`src/rtl/dfp_arbiter.sv`:
```
// dfp_arbiter: shares one line-wide memory port between the icache and dcache.
// One requester owns the port per memory transaction; ties are broken round-robin
// against the last winner. Read data fans out to both caches, and only resp
// qualifies it.
module dfp_arbiter #(
  parameter int ADDR_W  = 32,
  parameter int LINE_W  = 256,
  parameter int TIMEOUT = 1023
) (
  input  logic              clk,
  input  logic              rst,
  input  logic [ADDR_W-1:0] i_addr,
  input  logic              i_read,
  input  logic              i_write,
  input  logic [LINE_W-1:0] i_wdata,
  output logic [LINE_W-1:0] i_rdata,
  output logic              i_resp,
  input  logic [ADDR_W-1:0] d_addr,
  input  logic              d_read,
  input  logic              d_write,
  input  logic [LINE_W-1:0] d_wdata,
  output logic [LINE_W-1:0] d_rdata,
  output logic              d_resp,
  output logic [ADDR_W-1:0] mem_addr,
  output logic              mem_read,
  output logic              mem_write,
  output logic [LINE_W-1:0] mem_wdata,
  input  logic [LINE_W-1:0] mem_rdata,
  input  logic              mem_resp,
  output logic              err_proto,
  output logic              err_timeout
);

  localparam int CNT_W = (TIMEOUT < 1) ? 1 : $clog2(TIMEOUT + 1);
  localparam logic [CNT_W-1:0] CNT_MAX = CNT_W'(TIMEOUT);

  typedef enum logic [1:0] {
    IDLE   = 2'd0,
    BUSY_I = 2'd1,
    BUSY_D = 2'd2
  } state_t;

  state_t           state_q, state_d;
  logic             last_d_q, last_d_d;
  logic [CNT_W-1:0] cnt_q, cnt_d;
  logic             err_proto_q, err_proto_d;
  logic             err_timeout_q, err_timeout_d;

  logic              i_req_s, d_req_s;
  logic              sel_d_s;
  logic [ADDR_W-1:0] g_addr_s;
  logic              g_read_s, g_write_s;
  logic [LINE_W-1:0] g_wdata_s;

  assign i_req_s = i_read | i_write;
  assign d_req_s = d_read | d_write;

  // Read data goes to both caches unconditionally.
  assign i_rdata = mem_rdata;
  assign d_rdata = mem_rdata;

  assign err_proto   = err_proto_q;
  assign err_timeout = err_timeout_q;

  // State, round-robin history, timeout counter and sticky error flags.
  always_ff @(posedge clk or negedge rst) begin
    if (!rst) begin
      state_q       <= IDLE;
      last_d_q      <= 1'b1;
      cnt_q         <= {CNT_W{1'b0}};
      err_proto_q   <= 1'b0;
      err_timeout_q <= 1'b0;
    end else begin
      state_q       <= state_d;
      last_d_q      <= last_d_d;
      cnt_q         <= cnt_d;
      err_proto_q   <= err_proto_d;
      err_timeout_q <= err_timeout_d;
    end
  end

  // Next-state logic plus combinational routing of the granted requester.
  always_comb begin
    state_d       = state_q;
    last_d_d      = last_d_q;
    cnt_d         = cnt_q;
    err_proto_d   = err_proto_q;
    err_timeout_d = err_timeout_q;
    mem_addr      = {ADDR_W{1'b0}};
    mem_wdata     = {LINE_W{1'b0}};
    mem_read      = 1'b0;
    mem_write     = 1'b0;
    i_resp        = 1'b0;
    d_resp        = 1'b0;

    sel_d_s   = (state_q == BUSY_D);
    g_addr_s  = sel_d_s ? d_addr  : i_addr;
    g_read_s  = sel_d_s ? d_read  : i_read;
    g_write_s = sel_d_s ? d_write : i_write;
    g_wdata_s = sel_d_s ? d_wdata : i_wdata;

    case (state_q)
      IDLE: begin
        cnt_d = {CNT_W{1'b0}};
        if (i_req_s && d_req_s) begin
          // Tie: the requester that did not win last time goes first.
          state_d = last_d_q ? BUSY_I : BUSY_D;
        end else if (i_req_s) begin
          state_d = BUSY_I;
        end else if (d_req_s) begin
          state_d = BUSY_D;
        end else begin
          state_d = IDLE;
        end
      end
      BUSY_I, BUSY_D: begin
        // A dropped request deasserts the memory strobes, but ownership is
        // kept until memory responds.
        mem_addr  = g_addr_s;
        mem_wdata = g_wdata_s;
        mem_write = g_write_s;
        // Read together with write is illegal: only the write goes through.
        mem_read  = g_read_s & ~g_write_s;
        i_resp    = mem_resp & ~sel_d_s;
        d_resp    = mem_resp & sel_d_s;
        if (g_read_s && g_write_s) begin
          err_proto_d = 1'b1;
        end else begin
          err_proto_d = err_proto_q;
        end
        if (cnt_q != CNT_MAX) begin
          cnt_d = cnt_q + {{(CNT_W-1){1'b0}}, 1'b1};
        end else begin
          cnt_d = cnt_q;
        end
        if ((TIMEOUT != 0) && !mem_resp && (cnt_d == CNT_MAX)) begin
          err_timeout_d = 1'b1;
        end else begin
          err_timeout_d = err_timeout_q;
        end
        if (mem_resp) begin
          last_d_d = sel_d_s;
          state_d  = IDLE;
        end else begin
          state_d  = state_q;
        end
      end
      default: begin
        state_d = IDLE;
      end
    endcase
  end

endmodule

```
`config.mk`:
```
export PLATFORM = sky130hd
export DESIGN_NAME = dfp_arbiter
export DESIGN_NICKNAME = d
export VERILOG_FILES = /design/src/rtl/dfp_arbiter.sv
export SDC_FILE = /design/constraint.sdc
export NUM_CORES = 1
export LEC_CHECK = 0
export ABC_AREA = 1
export CAP_MARGIN = 10
export CELL_PAD_IN_SITES_DETAIL_PLACEMENT = 1
export CELL_PAD_IN_SITES_GLOBAL_PLACEMENT = 1
export CORE_AREA = 2 2 635 637
export CTS_BUF_LIST = sky130_fd_sc_hd__clkbuf_16
export CTS_CLUSTER_DIAMETER = 30
export DETAILED_ROUTE_END_ITERATION = 16
export DIE_AREA = 0 0 637 639
export GPL_TIMING_DRIVEN = 0
export PLACE_DENSITY_LB_ADDON = 0.1
export SYNTH_ARGS = -nofsm -noshare
export SYNTH_HDL_FRONTEND = slang
export SYNTH_SLANG_ARGS = --single-unit
```
`constraint.sdc`:
```
create_clock -name clk -period 2.2 [get_ports clk]
set_clock_uncertainty 0.1 [all_clocks]
set_input_delay 0.44 -clock clk [delete_from_list [all_inputs] [get_ports clk]]
set_output_delay 0.44 -clock clk [all_outputs]
set_load 0.02 [all_outputs]
```
After elaboration in Yosys (flattened, before gate mapping):

Index checks and enable logic that the tools add are counted.

* logic and storage cells: 47
* register bits after elaboration: 15
* output and inout bits: 806
* bits in read-only memories: 0
* input bits: 839
* memories kept: 0
* RAM bits: 0
* latch bits: 0

* multiplexer cells: 19
* divide/modulo/power cells: 0
* magnitude comparators: 0
* $mul: 0
* add/sub/neg operators: 1
* shifts and indexed selects: 0
* equal/unequal tests: 5
* reductions and logical operators: 10
* bitwise gates (word level): 7

Operators by type and width (number)
* $mux W256: 2
* $mux W32: 2
* $mux W10: 2
* $pmux W10 S2: 1
* $add A10 B1 Y10 const B: 1
* $eq A10 B10 Y1 const B: 1
* $mux W2: 5
* $ne A10 B10 Y1 const B: 1
* $mux W1: 6
* $reduce_and A2 Y1: 3
* $pmux W2 S2: 1
* $and A1 B1 Y1: 3
* $logic_and A1 B1 Y1: 3
* $eq A2 B1 Y1 const B: 1
* $eq A2 B2 Y1 const B: 1
* $logic_not A2 Y1: 1
* $ne A2 B2 Y1 const B: 1
* $not A1 Y1: 2
* $or A1 B1 Y1: 2
* $reduce_bool A2 Y1: 1
* $reduce_or A2 Y1: 1
* $logic_not A1 Y1: 1

Depth between registers and ports, before layout:

Gate-level depths: netlist of the first run.

* depth after elaboration: 6
* depth in mapped cells: 10
* mapped depth without buffers: 10

Least setup slack after synthesis of the first run:

Ideal clock, no wire load.

* path type: register to output
* from: register state_q[1]
* to: output port mem_wdata[100]
* arrival: 1.632 ns
* data required time: 1.660 ns
* path slack: 0.028 ns
* path buffers: 3
* stages on the path, launching flop included: 8
* cell sequence: dfrtp_1 inv_1 ha_1 buf_2 buf_4 clkbuf_1 o21ai_0 nor2_1

* cells in the longest elaborated chain, start to end: 3
* elaborated cells between the ends (all ways): 5
* those cells by class: eq/ne: 2; mux: 2; reduce/logical: 1

Ends and longest elaborated chain
* start, declared: line 43 `state_t state_q, state_d;`
* start signal, assigned: line 74 `state_q <= state_d;`
* $eq A2 B2 Y1 / $eq A2 B1 Y1 (equally long branches): line 96, 102
* $mux W256 / $reduce_or A2 Y1 (equally long branches): line 100, 102
* $mux W256 (*): line 102 `case (state_q)`
* end, declared: line 27 `output logic [LINE_W-1:0] mem_wdata,`

Every way passes the cells marked *; elsewhere a longest branch is shown, timed or not.

Worst setup path after layout of the first run:

* from: register state_q[1]
* to: output port mem_wdata[129]

The elaborated chain is that of the path after synthesis.

==> summary.md, run 1 <==
| Metric | Value |
|---|---|
| Yosys top cell by area | `buf_4` |
| Fill cell count | `47.7k` |
| Status | `finished with violations` |
| Max-Cap Viols | `0` |
| Clock sink total | `15` |
| Nets | `3,875` |
| DRT Pass-1 Iters | `4` |
| Antenna Violating Nets Remaining | `0` |
| Setup crit start kind | `flop` |
| R2R depth | `7` |
| WP buf/inv | `5` |
| F_max | `0.341 GHz` |
| Number of flops mapped to enable cells by yosys | `0` |
| DRC | `0` |
| CP endpoint | `mem_wdata[129]` |
| Mapped Area | `8890 sq um` |
| Storage cell area | `377 sq um` |
| R2r endpoint | `cnt_q[6]` |
| Static leakage | `11.6 nW` |
| CP Depth | `8` |
| Final worst slack | `-0.730 ns` |
| Failing checks | `setup timing` |
| I/O pin count | `1,645` |
| CTS max path bufs | `2` |
| Unique masters post-synth | `30` |
| Worst EP required | `1.66 ns` |
| Top cell by count, worst path | `buf_16` |
| Via Count | `16.2k` |
| Post-Syn Instances | `1,613` |
| Post-Synth Simple-Gate Area | `28.3%` |
| Mux cell area share after synthesis | `0%` |
| Clk root buf | `clkbuf_16` |
| Final slew viol count | `0` |
| Number of global-route vias before repair | `16.9k` |
| Hold Buf Count CTS | `0` |
| # setup viols final | `292` |
| Synth Register Bits | `15` |
| R2r setup slk | `0.02 ns` |
| Largest net degree at the start of global routing | `16` |
| Area contributors post-synth | `buf_4 43%, nor2_1 25%, o21ai_0 17%, dfrtp_1 3.9%, clkbuf_1 2.4%` |
| Measured slew at the worst slew-check pin | `0.964 ns` |
| Critical Path AT | `2.39 ns` |
| Area Overhead vs Synth | `254%` |
| Post-route cell area | `31,500 sq um` |
| Tmin final | `2.93 ns` |
| Core area | `401,000 sq um` |
| Largest family of logic cells by synthesized area | `buffers and inverters` |
| Die Span X | `637 microns` |
| Die height | `639 microns` |
| DR iter-0 viols | `530` |
| Final Hold Viols | `0` |
| Drt via density | `1.94` |
| Post-Synth Adder-Cell Area | `0.563%` |
| Worst min path class | `flop to flop` |
| Die area | `407,000 sq um` |
| Critical Path Max Stage Delay | `0.42 ns` |
| Later-pin clock latency in the skew report | `0.26 ns` |
| GPL Wtd Cong | `0.831` |
| H-Tree Depth | `1` |
| Main synth FF type | `dfrtp_1` |
| Syn Area/Cell | `5.51 sq um` |
| Power Total | `33.5 mW` |
| WHS Path Cells | `2` |
| Post-place instance area | `29,500 sq um` |
| Synth Area in Compound Gates | `17.7%` |
| Share of cells above drive strength 1 | `36.3%` |
| Post-synth top cells | `586 x nor2_1, 514 x buf_4, 297 x o21ai_0` |
| CP max-delay cell | `dfrtp_1` |
| DPL Wire Length | `237 mm` |
| Setup crit end kind | `primary output` |
| Unrepaired setup endpoints after global routing | `yes` |
| Yosys top cell area share | `43.4%` |
| Most frequent cell after synthesis | `nor2_1` |
| Synth Area in XOR/XNOR | `0.197%` |
| Setup CP Type | `flop to primary output` |
| Post-Route WL | `251 mm` |
| Footprint of the multi-input gates | `5070 sq um` |
| Post-synthesis sequential area ratio | `4.24%` |
| Routed wire per std cell | `30.0 microns` |
| Syn_nets | `2,456` |
| CP Cell Sequence | `inv_2 -> ha_4 -> buf_16 -> buf_16 -> buf_12 -> o21ai_0 -> nor2_2 -> buf_6` |
| RR Startpoint | `state_q[1]` |
| Port Buffers | `1,388` |
| Max transition margin | `35.5%` |
| Starting Density | `2.22%` |
| Total CTS buffers | `3` |
| Top Family by Delay on Critical Path | `buffers and inverters` |
| Ys async rst share | `100%` |
| CTS tree | `done` |
| Peak VDD IR | `409 uV` |
| Clock Pin Slew Worst Setup and Hold Paths | `0.06 ns` |
| First-pass GRT wire length | `287 mm` |
| Pwr Density | `1060 nW/um^2` |
| GRT Util Overall | `11.7%` |
| Grt total ovfl | `0` |
| Initial antenna violation count | `143` |
| Cell Rows | `233` |
| Final Util | `7.86%` |
| Period utilization | `133%` |
| Crit-path max FO | `10` |
| Yosys warnings | `0` |
| CP Launch Point | `state_q[1]` |
==> how the worst min path moves through the flow <==
stage / startpoint / slack, ns / to
global placement: err_timeout / 0.36 / err_timeout
finish: err_timeout / 0.37 / err_timeout
detailed placement: err_timeout / 0.36 / err_timeout
CTS: err_timeout / 0.38 / err_timeout
floorplan: rst / 0.04 / cnt_q[0]
global route: err_timeout / 0.40 / err_timeout
==> what timing repair did <==
action / 4_1_cts / 5_1_grt
buffers inserted: 7 / 5
pin swaps: 36 / 52
setup endpoints to repair: 294 / 302
endpoints found under the hold margin: 0 / 0
resized for setup: 1553 / 588
gates cloned: 2 / 5
==> power breakdown <==
group,internal [mW],leakage [nW],switching (mW)
registers,0.336,0.192,0.0525
logic,11.2,11.4,21.6
clock network,0.243,0.0426,0.146
==> metal layers <==
layer  GRT usage [%]  wire length, microns
met5               0                   515
met1            11.8                 86900
met3            5.97                 29000
met4           0.595                  2620
met2            22.2                132000
==> tightest hold or removal path, stage by stage, from the launching register on <==
cell and delay (ns):
dfrtp_1 0.34, inv_1 0.04, nand2_1 0.05
==> through the flow <==
stage,hold WS (ns),std cells,setup TNS (ns),setup WS [ns]
6_report,0.370,8367,-157.63,-0.730
5_1_grt,0.398,8320,-198.62,-0.796
4_1_cts,0.377,8310,-208.93,-0.835
3_5_place_dp,0.361,8297,-616.50,-2.92
3_3_place_gp,0.357,8288,-620.19,-3.01
2_1_floorplan,0.0444,1613,0,0.0280
==> state kept, by name, indices dropped and copies added, names as in the netlist <==
name	count
cnt_q	10
state_q	2
err_proto	1
err_timeout	1
last_d_q	1
==> layout by cell type, fill, tap and decap left out, types with 34 or more instances in the layout <==
| cell type | n |
|---|---|
| nor2_1 | 453 |
| nor2_2 | 73 |
| nand2_1 | 45 |
| o21ai_2 | 55 |
| dlygate4sd2_1 | 35 |
| buf_6 | 86 |
| nor2_4 | 64 |
| buf_2 | 52 |
| buf_4 | 590 |
| o21ai_1 | 34 |
| diode_2 | 49 |
| o21ai_0 | 210 |
| clkdlybuf4s50_1 | 1097 |
==> layout make-up <==
cell class              count  area share [%]
repair buffers           1415            44.7
plain buffers             607            16.0
clock inverters             1          0.0119
well taps                5287            21.0
diodes                     49           0.389
inverters                  25           0.350
clock buffers               3           0.238
multi-input cells         965            16.1
flip-flops and latches     15            1.20
==> cells by family after synthesis <==
kind of cell	after synthesis
AO/OA/AOI/OAI	310
flip-flops	15
AND/OR/NAND/NOR	649
XOR/XNOR	2
buffers and inverters	633
adder cells (fa/ha/maj)	4
No activity file was read; power rests on OpenSTA's default activity.
==> run 2: changes to the inputs <==
ABC_AREA = not set   (was 1)
CORE_AREA = 2 2 634 636   (was 2 2 635 637)
DIE_AREA = 0 0 636 638   (was 0 0 637 639)
==> summary.md, run 2 <==
| Metric | Value |
|---|---|
| Status | `finished with violations (unchanged)` |
| Failing checks | `setup timing (unchanged)` |
| Met1 Use GR | `13.8% (was 11.8%)` |
| RR Startpoint | `cnt_q[0] (was state_q[1])` |
| Mapped Area | `9860 sq um (was 8890 sq um)` |
| Yosys top cell area share | `39.0% (was 43.4%)` |
| Yosys top cell by area | `buf_4 (unchanged)` |
| Die Span X | `636 microns (was 637 microns)` |
| Max reg flops | `10 (unchanged)` |
| Post-synth top cells | `512 x buf_4, 292 x mux2i_1, 290 x nor2b_1 (was 586 x nor2_1, 514 x buf_4, 297 x o21ai_0)` |
| CP Cell Sequence | `inv_2 -> ha_4 -> buf_12 -> clkbuf_16 -> buf_16 -> buf_12 -> mux2i_4 -> nor2b_2 -> buf_6 (was inv_2 -> ha_4 -> buf_16 -> buf_16 -> buf_12 -> o21ai_0 -> nor2_2 -> buf_6)` |
| WHS | `0.379 ns (was 0.370 ns)` |
| First-pass GRT wire length | `277 mm (was 287 mm)` |
| Hold Buf Count CTS | `0 (unchanged)` |
| Peak VDD IR | `488 uV (was 409 uV)` |
| Static leakage | `13.5 nW (was 11.6 nW)` |
| Grt met2 use | `18.8% (was 22.2%)` |
| Drt via density | `1.89 (was 1.94)` |
| Hold Crit Start | `err_proto (was err_timeout)` |
| Unrepaired setup endpoints after global routing | `yes (unchanged)` |
| Setup CP Type | `flop to primary output (unchanged)` |
| Top cell by count, worst path | `buf_12 (was buf_16)` |
| Antenna Violating Nets Remaining | `0 (unchanged)` |
| Critical Path Max Stage Delay | `0.41 ns (was 0.42 ns)` |
| Crit-path max FO | `7 (was 10)` |
| Area contributors post-synth | `buf_4 39%, mux2i_1 30%, nor2b_1 18%, dfrtp_1 3.6%, clkbuf_1 1.5% (was buf_4 43%, nor2_1 25%, o21ai_0 17%, dfrtp_1 3.9%, clkbuf_1 2.4%)` |
| Commonest non-fill, non-tap cells in the layout | `1,096 x clkdlybuf4s50_1, 596 x buf_4, 214 x buf_6 (was 1,097 x clkdlybuf4s50_1, 590 x buf_4, 453 x nor2_1)` |
| Setup TNS | `-150.66 ns (was -157.63 ns)` |
| WP buf/inv | `6 (was 5)` |
| R2R depth | `8 (was 7)` |
| Grt met3 use | `5.83% (was 5.97%)` |
| Register with the most flip-flops | `cnt_q (unchanged)` |
| Yosys warnings | `0 (unchanged)` |
| R2r setup slk | `-0.02 ns (was 0.02 ns)` |
| DRT Pass-1 Iters | `4 (unchanged)` |
| # setup viols final | `292 (unchanged)` |
| Critical Path AT | `2.38 ns (was 2.39 ns)` |
| Nets | `3,704 (was 3,875)` |
| Core area | `399,000 sq um (was 401,000 sq um)` |
| Clk root buf | `clkbuf_16 (unchanged)` |
| DR iter-0 viols | `434 (was 530)` |
| DPL Wire Length | `228 mm (was 237 mm)` |
| CP Launch Point | `state_q[0] (was state_q[1])` |
| DRC | `0 (unchanged)` |
| CTS max path bufs | `2 (unchanged)` |
| Main synth FF type | `dfrtp_1 (unchanged)` |
| Clock sink total | `15 (unchanged)` |
| Die area | `406,000 sq um (was 407,000 sq um)` |
| Period utilization | `133% (about the same)` |
| Area Overhead vs Synth | `292% (was 254%)` |
| Power Total | `49.4 mW (was 33.5 mW)` |
| Tmin final | `2.92 ns (was 2.93 ns)` |
| CTS tree | `done (unchanged)` |
| GRT Util Overall | `11.4% (was 11.7%)` |
| Post-Route WL | `243 mm (was 251 mm)` |
| Number of flops mapped to enable cells by yosys | `0 (unchanged)` |
| Commonest non-fill, non-tap cell in the layout | `clkdlybuf4s50_1 (unchanged)` |
| Initial antenna violation count | `175 (was 143)` |
| Syn Area/Cell | `7.72 sq um (was 5.51 sq um)` |
| Most frequent cell after synthesis | `buf_4 (was nor2_1)` |
| CP endpoint | `mem_wdata[174] (was mem_wdata[129])` |
| Top Family by Delay on Critical Path | `buffers and inverters (unchanged)` |
| Post-Syn Instances | `1,278 (was 1,613)` |
| Final worst slack | `-0.716 ns (was -0.730 ns)` |
| Starting Density | `2.48% (was 2.22%)` |
| R2r endpoint | `err_timeout (was cnt_q[6])` |
| Measured slew at the worst slew-check pin | `0.920 ns (was 0.964 ns)` |
| Grt total ovfl | `0 (unchanged)` |
| GPL Wtd Cong | `0.846 (was 0.831)` |
| Synth Register Bits | `15 (unchanged)` |
| Largest net degree at the start of global routing | `16 (unchanged)` |
| Number of global-route vias before repair | `15.8k (was 16.9k)` |
| CP max-delay cell | `dfrtp_1 (unchanged)` |
| Unique masters post-synth | `37 (was 30)` |
| H-Tree Depth | `1 (unchanged)` |
| Post-synthesis sequential area ratio | `3.82% (was 4.24%)` |
| Via Count | `15.5k (was 16.2k)` |
| Ys async rst share | `100% (unchanged)` |
| Die height | `638 microns (was 639 microns)` |
| Worst min path class | `flop to flop (unchanged)` |
| GRT busiest layer | `met2 (unchanged)` |
| Later-pin clock latency in the skew report | `0.26 ns (about the same)` |
| Max transition margin | `38.5% (was 35.5%)` |
| I/O pin count | `1,645 (unchanged)` |
| Clock Pin Slew Worst Setup and Hold Paths | `0.06 ns (about the same)` |
| Setup crit start kind | `flop (unchanged)` |
| Worst EP required | `1.66 ns (about the same)` |
| Cell Rows | `232 (was 233)` |
| F_max | `0.343 GHz (was 0.341 GHz)` |
| Share of cells above drive strength 1 | `56.9% (was 36.3%)` |
| CP Depth | `9 (was 8)` |
| Total CTS buffers | `3 (unchanged)` |
| Setup crit end kind | `primary output (unchanged)` |
| Pwr Density | `1280 nW/um^2 (was 1060 nW/um^2)` |
| Max-Cap Viols | `0 (unchanged)` |
| Syn_nets | `2,121 (was 2,456)` |
| Port Buffers | `1,388 (unchanged)` |
| Final slew viol count | `0 (unchanged)` |
| Final Hold Viols | `0 (unchanged)` |
| Routed wire per std cell | `29.8 microns (was 30.0 microns)` |
| Top Registers | `cnt_q x10, state_q x2 (unchanged)` |
## run 2: cell types whose count changed in the layout (fill, tap and decap cells not counted), moves of 71 or more
cell     previous run  this run
nor2b_2             0       194
nor2_2             73         2
o21ai_0           210         7
buf_6              86       214
mux2i_4             0       206
nor2_1            453        14
nor2b_4             0        95
## run 2: worst min path at each step
stage / endpoint / depth (start not counted)
3_5_place_dp: err_proto / 1
5_1_grt: err_proto / 1
3_3_place_gp: err_proto / 1
2_1_floorplan: cnt_q[0] / 0
4_1_cts: err_proto / 1
6_report: err_proto / 1
## run 2: what timing repair did
| action | 4_1_cts | 5_1_grt |
|---|---|---|
| cloned | 11 | 9 |
| buffers inserted | 63 | 115 |
| setup endpoints to repair | 296 | 296 |
| pin swaps | 2 | 4 |
| gates resized for setup | 1862 | 1059 |
## run 2: report_power, final
| group | leakage [nW] | internal, mW | switching, mW | total [mW] |
|---|---|---|---|---|
| logic | 13.3 | 24.1 | 24.6 | 48.7 |
| registers | 0.188 | 0.329 | 0.0420 | 0.371 |
| clock network | 0.0411 | 0.244 | 0.148 | 0.392 |
## run 2: layer usage
layer,wire length [microns],vias to the layer above
met1,100000,7243
met4,2520,88
met5,564,-
li1,-,6907
met2,111000,960
met3,29300,252
## run 2: area by class of cell
| type | count | area, sq um |
|---|---|---|
| inverter | 8 | 30.0 |
| clock buffer | 3 | 75.1 |
| buffer | 577 | 5120 |
| fill | 46500 | 360000 |
| multi-input combinational | 671 | 9280 |
| timing repair buffer | 1585 | 17100 |
| tap | 5265 | 6590 |
| antenna | 33 | 82.6 |
| clock inverter | 1 | 5.00 |
| sequential | 15 | 380 |
## run 2: logic make-up after synthesis
family | Yosys count | share of synthesized area (%)
AOI/OAI and AO/OA | 31 | 2.14
and+or+nand+nor | 342 | 21.1
DFF | 15 | 3.82
muxes | 294 | 29.9
adders and majority gates | 4 | 0.507
buffers and inverters | 592 | 42.6
## run 2: through the flow
stage                     worst slack (ns)  utilization [%]  instance area, sq um  cells
after detailed placement             -3.28             7.83                 31200   7937
after global placement               -4.69             7.80                 31100   7931
final                               -0.716             9.71                 38700   8158
after CTS                           -0.819             8.89                 35400   8013
after floorplan                     0.0153                -                 10600   1278
after global routing                -0.801             9.69                 38600   8126
